==> src/rtl/ret_addr_stack_pkg.sv <==
// Shared return-stack constants and types for the fetch-stage predictor.
// The RAS depth and pointer width are defined once here so that the stack
// and the branch checkpoint logic always agree on their sizes.
package ret_addr_stack_pkg;

  localparam int RET_STACK_SIZE        = 16;
  localparam int RET_PRED_POINTER_SIZE = 4;

  // A return address, as pushed by a call (call PC + 4)
  typedef logic [31:0] ret_addr_t;

  // State saved with each predicted branch, so a misprediction can rewind the stack
  typedef struct packed {
    logic [RET_PRED_POINTER_SIZE-1:0] ptr;
    logic [RET_PRED_POINTER_SIZE:0]   cnt;
  } ras_ckpt_t;

endpackage

==> src/rtl/ret_addr_stack.sv <==
// Return address stack (circular LIFO) for the fetch-stage branch predictor.
// Calls push their return address and returns pop the predicted target.
// When the stack is full, a push overwrites the oldest entry. When it is
// empty, a pop reports a miss (pop_hit_o = 0) and pop_addr_o reads 0.
// Optional macro RAS_OVF_CNT_EN adds two saturating 16-bit counters:
// ovf_cnt_o counts pushes while full, and unf_cnt_o counts pops while empty.
module ret_addr_stack
  import ret_addr_stack_pkg::*;
#(
  parameter int DEPTH  = RET_STACK_SIZE,
  parameter int PTR_W  = RET_PRED_POINTER_SIZE,
  parameter int ADDR_W = 32
) (
  input  logic              clk,
  input  logic              reset,
  input  logic              push_valid_i,
  input  logic [ADDR_W-1:0] push_addr_i,
  input  logic              pop_valid_i,
  output logic [ADDR_W-1:0] pop_addr_o,
  output logic              pop_hit_o,
  output logic [PTR_W-1:0]  tos_ptr_o,
  output logic [PTR_W:0]    count_o,
  input  logic              restore_i,
  input  logic [PTR_W-1:0]  restore_ptr_i,
  input  logic [PTR_W:0]    restore_cnt_i,
  output logic              full_o,
  output logic              empty_o
`ifdef RAS_OVF_CNT_EN
  ,
  output logic [15:0]       ovf_cnt_o,
  output logic [15:0]       unf_cnt_o
`endif
);

  logic [ADDR_W-1:0] stack_q [DEPTH];
  logic [PTR_W-1:0]  tos_q;
  logic [PTR_W:0]    cnt_q;
  logic [PTR_W-1:0]  tos_inc;
  logic [PTR_W-1:0]  tos_dec;
  logic              is_empty;
  logic              is_full;

  assign tos_inc  = tos_q + PTR_W'(1);
  assign tos_dec  = tos_q - PTR_W'(1);
  assign is_empty = (cnt_q == '0);
  assign is_full  = (cnt_q == (PTR_W+1)'(DEPTH));

  assign pop_addr_o = is_empty ? '0 : stack_q[tos_q];
  assign pop_hit_o  = !is_empty;
  assign tos_ptr_o  = tos_q;
  assign count_o    = cnt_q;
  assign full_o     = is_full;
  assign empty_o    = is_empty;

  // Stack update. Priority is reset, then restore, then push/pop. A push+pop
  // pair swaps the top entry in place. On an empty stack it acts as a push.
  always_ff @(posedge clk) begin
    if (reset) begin
      for (int i = 0; i < DEPTH; i++) stack_q[i] <= '0;
      tos_q <= PTR_W'(DEPTH - 1);
      cnt_q <= '0;
    end else if (restore_i) begin
      tos_q <= restore_ptr_i;
      cnt_q <= restore_cnt_i;
    end else if (push_valid_i && (!pop_valid_i || is_empty)) begin
      tos_q          <= tos_inc;
      stack_q[tos_inc] <= push_addr_i;
      if (!is_full) cnt_q <= cnt_q + (PTR_W+1)'(1);
    end else if (push_valid_i && pop_valid_i) begin
      stack_q[tos_q] <= push_addr_i;
    end else if (pop_valid_i && !is_empty) begin
      tos_q <= tos_dec;
      cnt_q <= cnt_q - (PTR_W+1)'(1);
    end
  end

`ifdef RAS_OVF_CNT_EN
  logic [15:0] ovf_q;
  logic [15:0] unf_q;

  assign ovf_cnt_o = ovf_q;
  assign unf_cnt_o = unf_q;

  // Saturating counters for lost entries (push-only while full) and missed
  // predictions (pop-only while empty). Restore cycles are not counted.
  always_ff @(posedge clk) begin
    if (reset) begin
      ovf_q <= '0;
      unf_q <= '0;
    end else if (!restore_i) begin
      if (push_valid_i && !pop_valid_i && is_full && ovf_q != 16'hFFFF)
        ovf_q <= ovf_q + 16'd1;
      if (pop_valid_i && !push_valid_i && is_empty && unf_q != 16'hFFFF)
        unf_q <= unf_q + 16'd1;
    end
  end
`endif

endmodule

==> config.mk <==
export PLATFORM = sky130hd
export DESIGN_NAME = ret_addr_stack
export DESIGN_NICKNAME = d
export VERILOG_FILES = /design/src/rtl/ret_addr_stack_pkg.sv /design/src/rtl/ret_addr_stack.sv
export SDC_FILE = /design/constraint.sdc
export NUM_CORES = 1
export LEC_CHECK = 0
export CAP_MARGIN = 20
export CORE_ASPECT_RATIO = 0.75
export CORE_MARGIN = 3
export CORE_UTILIZATION = 44
export DETAILED_ROUTE_END_ITERATION = 10
export GPL_TIMING_DRIVEN = 0
export SLEW_MARGIN = 15
export SYNTH_ARGS = -nofsm -noshare
export SYNTH_HDL_FRONTEND = slang
export SYNTH_SLANG_ARGS = --single-unit
export TNS_END_PERCENT = 1
==> constraint.sdc <==
create_clock -name clk -period 3.5 [get_ports clk]
set_input_delay 0.7 -clock clk [delete_from_list [all_inputs] [get_ports clk]]
set_output_delay 0.7 -clock clk [all_outputs]
set_load 0.05 [all_outputs]
==> Word level (Yosys, flattened, before mapping) <==
Memories as Yosys holds them, arrays and structs flattened. A register that Yosys moved wholly into a read port is not among the register bits.
Cells that the tools add are included.
{ "totals": {"register_bits": 9, "mem_bits_rw": 512, "inputBits": 46, "out_inout_bits": 44, "wordCells": 51, "memories": 1} }
{ "mem_list": {"columns": ["name", "words", "width", "rd", "rd_ports_with_merged_regs", "wr", "line", "rtl"], "rows": [
  ["stack_q", 16, 32, 1, 1, 16, "ret_addr_stack.sv:35", "logic [ADDR_W-1:0] stack_q [DEPTH];"]
]} }
{ "classes": {"n_addsub": 4, "n_eq_ne": 3, "n_mux": 29, "reduce_logical": 12} }
{ "op_table": {"columns": ["operator", "count"], "rows": [
  ["$mux 32", 3],
  ["$reduce_or 32->1", 2],
  ["$mux 4", 8],
  ["$mux 5", 5],
  ["$mux 1", 13],
  ["$ne 3x3->1 const B", 2],
  ["$add 5x1->5 const B", 1],
  ["$eq 5x5->1 const B", 1],
  ["$logic_not 5->1", 1],
  ["$sub 5x1->5 const B", 1],
  ["$add 4x1->4 const B", 1],
  ["$sub 4x1->4 const B", 1],
  ["$logic_and 1x1->1", 3],
  ["$reduce_and 3->1", 1],
  ["$reduce_bool 3->1", 1],
  ["$logic_not 1->1", 2],
  ["$reduce_and 2->1", 1],
  ["$logic_or 1x1->1", 1]
]} }

==> Logic depth before layout (Yosys ltp) <==
Gate-level depths: netlist of the first run.
{ "depth": {"ltp_word": 10, "depth_mapped": 10, "mapped_depth_nobuf": 9} }

==> Least setup slack after synthesis of the first run <==
No wires, ideal clock.
{ "synth_path": {"path_kind": "reg2reg", "from": "reg tos_q[0] (netlist: tos_ptr_o[0])", "to": "mem stack_q[5][0], enable pin", "setup_time_ps": 388, "arrival_ps": 3040, "required_ps": 3112, "slack_ps": 72, "stages_incl_launch_ff": 8, "n_path_buf": 2, "synth_period_minus_slack_ps": 3428, "path_cell_list": "dfxtp_1 > clkbuf_1 > inv_1 > ha_1 > or3_1 > a21oi_2 > clkbuf_1 > a21o_1"} }
{ "synth_rtl": {"columns": ["element", "line", "rtl"], "rows": [
  ["start, declared", "ret_addr_stack.sv:36", "logic [PTR_W-1:0] tos_q;"],
  ["start signal, assigned", "ret_addr_stack.sv:60", "tos_q <= PTR_W'(DEPTH - 1);"],
  ["start signal, assigned", "ret_addr_stack.sv:63", "tos_q <= restore_ptr_i;"],
  ["start signal, assigned", "ret_addr_stack.sv:66", "tos_q <= tos_inc;"],
  ["end, declared", "ret_addr_stack.sv:35", null]
]} }

==> flow_metrics.env, run 1 <==
export IMPL_hold_viol=0
export IMPL_syn_area_um2=24400
export IMPL_synth_area_leaders="edfxtp_1, mux4_2, and3_1"
export IMPL_worstSetupPathType="reg -> out"
export IMPL_leakage_nw=12.1
export IMPL_cp_num_cells=7
export IMPL_cp_start_kind="flop"
export IMPL_status="finished, violations left"
export IMPL_post_route_period_util_pct=102
export IMPL_worst_path_max_fanout=6
export IMPL_vdd_drop_max_v=0.000426
export IMPL_gp_congestion=0.828
export IMPL_grt_max_degree=26
export IMPL_initial_core_util_pct=44.6
export IMPL_synth_top_family_by_area="simple AND/OR/NAND/NOR gates"
export IMPL_tightest_slew_ns=0.956
export IMPL_cp_num_buf_inv=4
export IMPL_hp_class="reg -> reg"
export IMPL_worstPathCellList="clkbuf_16 > buf_12 > buf_12 > mux4_2 > mux4_2 > nor2b_1 > buf_6"
export IMPL_die_h_um=210
export IMPL_finalPower_w=0.0157
export IMPL_topRoutingLayerUsed="met4"
export IMPL_antenna_found_initial=1
export IMPL_hold_path_cell_count=2
export IMPL_rows=74
export IMPL_cp_arrival_ns=2.86
export IMPL_grt_pass1_wl_mm=113
export IMPL_synthAdderAreaFrac_pct=0.339
export IMPL_overflow=0
export IMPL_final_layout_size_suffix_gt1_share_pct=22.0
export IMPL_cts_buffer_depth=3
export IMPL_cts_tree="yes"
export IMPL_yosysMostFrequentCell="and3_1"
export IMPL_violations="negative setup slack"
export IMPL_synthesis_nets=1610
export IMPL_h_tree_depth=2
export IMPL_wl_met1_mm=32.4
export IMPL_synth_compound_area_share_pct=1.78
export IMPL_cts_root_buf="clkbuf_16"
export IMPL_clk_latency_ns=0.59
export IMPL_fmax_ghz=0.281
export IMPL_die_w_um=278
export IMPL_finalSetupViolCount=42
export IMPL_coreArea_um2=54600
export IMPL_grt_usage_pct=26.8
export IMPL_finalWorstSetupSlack_ns=-0.0557
export IMPL_ys_seq_elements=525
export IMPL_instances_no_fill=2490
export IMPL_vias_per_cell=6.36
export IMPL_max_cap_viol_count=0
export IMPL_ff_latch_area_um2=15600
export IMPL_synth_simple_gate_area_share_pct=15.1
export IMPL_synthFlopType="edfxtp_1"
export IMPL_synthCells=1558
export IMPL_ys_seq_area_share_pct=64.2
export IMPL_synthTopCellsByCount="and3_1, edfxtp_1, mux4_2"
export IMPL_reg2regPathDepth=8
export IMPL_worst_path_max_delay_cell="mux4_2"
export IMPL_hpwl_mm=53.4
export IMPL_area_growth_pct=17.7
export IMPL_io_pins=90
export IMPL_cts_clk_slew_worst_paths_ns=0.06
export IMPL_synth_cell_types=46
export IMPL_cp_data_required_time_ns=2.80
export IMPL_drtAntennaViolNets=0
export IMPL_synth_top_area_share_pct=63.1
export IMPL_power_density_nw_per_um2=546
export IMPL_hold_buffers=0
export IMPL_grt_pass1_vias=15900
export IMPL_cts_buffers=53
export IMPL_multi_input_area_um2=8040
export IMPL_fin_nets=1780
export IMPL_max_stage_delay_ns=0.52
export IMPL_dr_pass1_iters=5
export IMPL_dr_wl_met2_mm=35.1
export IMPL_crit_family="multiplexers"
export IMPL_drc=0
export IMPL_cp_end_kind="primary output"
export IMPL_rsz0062_at_grt="true"
export IMPL_synth_yosys_warnings=0
export IMPL_fillers=4503
export IMPL_totalWireLength_mm=77.8
export IMPL_num_vias=15800
export IMPL_max_slew_margin_pct=36.3
export IMPL_fin_skew_ns=0.0211
export IMPL_post_synth_top_area_cell="edfxtp_1"
export IMPL_die_area_um2=58300
export IMPL_place_inst=2389
export IMPL_slew_violations=0
export IMPL_synth_edf_count=512
export IMPL_avgSynthCellArea_um2=15.6
export IMPL_synth_xor_area_share_pct=0.180
export IMPL_synth_mux_area_fraction_pct=14.9
export IMPL_io_buffers=88
export IMPL_min_period_ns=3.56
export IMPL_wire_per_inst_um=31.2
export IMPL_clock_sinks=525
export IMPL_route_met3_wl_mm=8.63
export IMPL_async_flop_share_pct=0
export IMPL_drt_first_iter_violations=2230
cell families after synthesis:
| group | count (synthesis) |
|---|---|
| and+or+nand+nor | 595 |
| DFF | 525 |
| buffers and inverters | 205 |
| muxes | 163 |
| AOI/OAI and AO/OA | 59 |
| adders and majority gates | 6 |
| xor gates and xnor gates | 5 |
layout make-up:
| class | count | share of cell area [%] |
|---|---|---|
| clock inverters | 16 | 0.283 |
| plain buffers | 195 | 3.97 |
| inverters | 10 | 0.131 |
| repair buffers | 115 | 4.84 |
| flip-flops and latches | 525 | 54.5 |
| clock buffers | 74 | 5.05 |
| diodes | 5 | 0.0436 |
| multi-input cells | 828 | 28.0 |
| well taps | 722 | 3.15 |
path summary, 6_finish.rpt:
path,start,to,slack (ns)
worst max register to register,count_o[2]$_SDFFE_PP0P_,stack_q[1][5]$_SDFFCE_PN0P_,-0.03
worst max-delay path,flop,pop_addr_o[28],-0.06
worst min register to register,count_o[3]$_SDFFE_PP0P_,count_o[3]$_SDFFE_PP0P_,0.63
worst min-delay path,count_o[3]$_SDFFE_PP0P_,count_o[3]$_SDFFE_PP0P_,0.63
tightest hold or removal path, delay by kind of cell (launching register included):
kind	cells	cell delay, ns
compound gates	1	0.08
flops	1	0.36
mux	1	0.14
power breakdown:
group,internal (W),switching [W],leakage (nW)
sequential,0.00716,0.0000875,5.37
clock,0.00286,0.00242,0.733
combinational,0.00110,0.00203,5.98
total,0.0111,0.00454,12.1
registers in the layout (all words and copies together) (netlist names), named ones only:
| signal | cells |
|---|---|
| tos_ptr_o | 4 |
| count_o | 5 |
| stack_q | 512 |
stage by stage:
stage          cell area (um^2)  hold WS, ns  worst slack, ns  setup TNS, ns  util, %
2_1_floorplan             24400        0.804           0.0720              0        -
3_3_place_gp              26200        0.614            -1.65        -899.78     47.9
3_5_place_dp              26600        0.610            -1.20        -508.86     48.7
4_1_cts                   28600        0.622          -0.0767         -0.808     52.4
5_1_grt                   28700        0.669           -0.173         -15.99     52.5
6_report                  28700        0.632          -0.0557         -0.746     52.5
placed cells by master, fill, tap and decap left out, types with 7 or more instances in the layout:
cell and count:
edfxtp_1 512, inv_1 10, clkbuf_4 13, buf_2 29, nor2b_1 34, buf_12 19
nand3_1 14, clkdlybuf4s50_1 54, o21ai_0 7, buf_4 11, clkbuf_16 59, clkbuf_1 132
dfxtp_1 12, buf_6 34, and3_1 513, clkinv_1 8, nand2_1 8, clkbuf_2 15
mux4_2 160, a21o_4 15, a21oi_1 8, buf_16 7
routing by layer:
metal	GRT usage, %	vias up
li1	-	6537
met1	39.3	8274
met4	6.69	0
met2	40.1	903
met5	0	-
met3	6.93	110
timing repair:
item                                    CTS  global route
buffers inserted                          4             0
resized for setup                       363            42
endpoints found under the setup margin  559           497
pin swaps                                 0             1
cloned                                    2             0
(Power assumes the default switching activity.)
==> run 2: changes to the inputs <==
Settings changed: CORE_UTILIZATION 44 to 60, PLACE_DENSITY from default to 0.79.
==> flow_metrics.env, run 2 (synthesis gave the netlist of run 1 again) <==
export IMPL_leakage_nw=12.0
export IMPL_crit_path_frequent_cell="mux4_2"
export IMPL_instances_no_fill=2275
export IMPL_cp_start_kind="flop"
export IMPL_hpwl_mm=49.3
export IMPL_clock_sinks=525
export IMPL_h_tree_depth=2
export IMPL_grt_usage_pct=34.5
export IMPL_totalWireLength_mm=73.8
export IMPL_slew_violations=0
export IMPL_regMostFlops="stack_q"
export IMPL_hold_viol=0
export IMPL_max_slew_margin_pct=38.8
export IMPL_initial_core_util_pct=61.2
export IMPL_finalPower_w=0.0156
export IMPL_cts_buffer_depth=3
export IMPL_fmax_ghz=0.277
export IMPL_io_buffers=88
export IMPL_rrSetupSlack_ns=0.02
export IMPL_rsz0062_at_grt="true"
export IMPL_worst_path_max_delay_cell="mux4_2"
export IMPL_die_w_um=239
export IMPL_finalWorstSetupSlack_ns=-0.116
export IMPL_rows=63
export IMPL_io_pins=90
export IMPL_post_route_util_pct=70.9
export IMPL_die_h_um=181
export IMPL_final_cell_mix="and3_1, edfxtp_1, mux4_2, clkbuf_1, clkdlybuf4s50_1"
export IMPL_cts_tree="yes"
export IMPL_num_vias=16400
export IMPL_clk_latency_ns=0.58
export IMPL_largest_reg_flops=512
export IMPL_cp_data_required_time_ns=2.80
export IMPL_fin_nets=1768
export IMPL_worstPathCellList="clkbuf_16 > buf_8 > mux4_2 > mux4_2 > nor2b_1 > clkdlybuf4s15_2"
export IMPL_wire_per_inst_um=32.4
export IMPL_ff_latch_area_um2=15600
export IMPL_vdd_drop_max_v=0.000387
export IMPL_place_inst=2184
export IMPL_grt_max_degree=29
export IMPL_worst_path_max_fanout=10
export IMPL_drtAntennaViolNets=0
export IMPL_grt_pass1_vias=16600
export IMPL_drt_first_iter_violations=2839
export IMPL_cts_buffers=50
export IMPL_worstSetupPathType="reg -> out"
export IMPL_cts_clk_slew_worst_paths_ns=0.07
export IMPL_cp_arrival_ns=2.92
export IMPL_fillers=2487
export IMPL_hold_buffers=0
export IMPL_cts_root_buf="clkbuf_16"
export IMPL_min_period_ns=3.62
export IMPL_hp_class="reg -> reg"
export IMPL_violations="negative setup slack"
export IMPL_die_area_um2=43100
export IMPL_tns_ns=-1.29
export IMPL_coreArea_um2=39800
export IMPL_post_route_period_util_pct=103
export IMPL_multi_input_area_um2=8010
export IMPL_cp_end_kind="primary output"
export IMPL_power_density_nw_per_um2=551
export IMPL_final_layout_size_suffix_gt1_share_pct=21.9
export IMPL_tightest_slew_ns=0.917
export IMPL_hold_slack_ns=0.632
export IMPL_layout_commonest_cell="and3_1"
export IMPL_vias_per_cell=7.21
export IMPL_grt_pass1_wl_mm=108
export IMPL_drc=0
export IMPL_overflow=0
export IMPL_area_growth_pct=15.8
export IMPL_dr_pass1_iters=6
export IMPL_finalSetupViolCount=24
export IMPL_fin_skew_ns=0.0201
export IMPL_gp_congestion=0.873
export IMPL_status="finished, violations left"
export IMPL_antenna_found_initial=6
export IMPL_max_cap_viol_count=0
export IMPL_max_stage_delay_ns=0.58
[run 2: worst max-delay path, delay by kind of cell (launching register included)]
kind                   cells  cell delay (ns)
flip-flops                 1             0.40
multiplexers               2             1.04
AND/OR/NAND/NOR            1             0.18
buffers and inverters      3             0.73
[run 2: cell type report]
class / count / area share (%)
well taps: 520 / 2.31
multi-input cells: 828 / 28.4
clock buffers: 68 / 4.75
inverters: 10 / 0.133
flip-flops and latches: 525 / 55.4
repair buffers: 107 / 4.50
clock inverters: 22 / 0.705
diodes: 1 / 0.00887
plain buffers: 194 / 3.82
[run 2: routing by layer]
layer / track usage (%) / part of all wire, % / vias to the layer above
met5: 1.12 / 0.13 / -
met4: 13.7 / 4.5 / 6
met3: 13.3 / 16 / 248
met2: 50.7 / 45 / 1464
met1: 47.1 / 34 / 8181
li1: - / - / 6496
[run 2: what timing repair did]
action,in CTS,in global routing
setup buffers,0,0
resized for setup,306,40
endpoints found under the setup margin,461,591
gates cloned,1,0
[run 2: through the flow]
step	area [um^2]	setup WS, ns
3_3_place_gp	25900	-1.38
3_5_place_dp	26300	-1.04
6_report	28200	-0.116
5_1_grt	28200	-0.161
4_1_cts	28200	-0.117
2_1_floorplan	24400	0.0720
[run 2: worst paths after layout]
path | from | endpoint | depth (start not counted)
setup / recovery | flop | pop_addr_o[8] | 6
hold / removal | count_o[3]$_SDFFE_PP0P_ | count_o[3]$_SDFFE_PP0P_ | 2
setup reg to reg | tos_ptr_o[1]$_SDFFE_PP1N_ | stack_q[13][30]$_SDFFCE_PN0P_ | 8
hold reg to reg | count_o[3]$_SDFFE_PP0P_ | count_o[3]$_SDFFE_PP0P_ | 2
[run 2: power breakdown]
| group | switching [W] | internal (W) |
|---|---|---|
| clock network | 0.00232 | 0.00296 |
| logic | 0.00198 | 0.00102 |
| registers | 0.0000996 | 0.00716 |
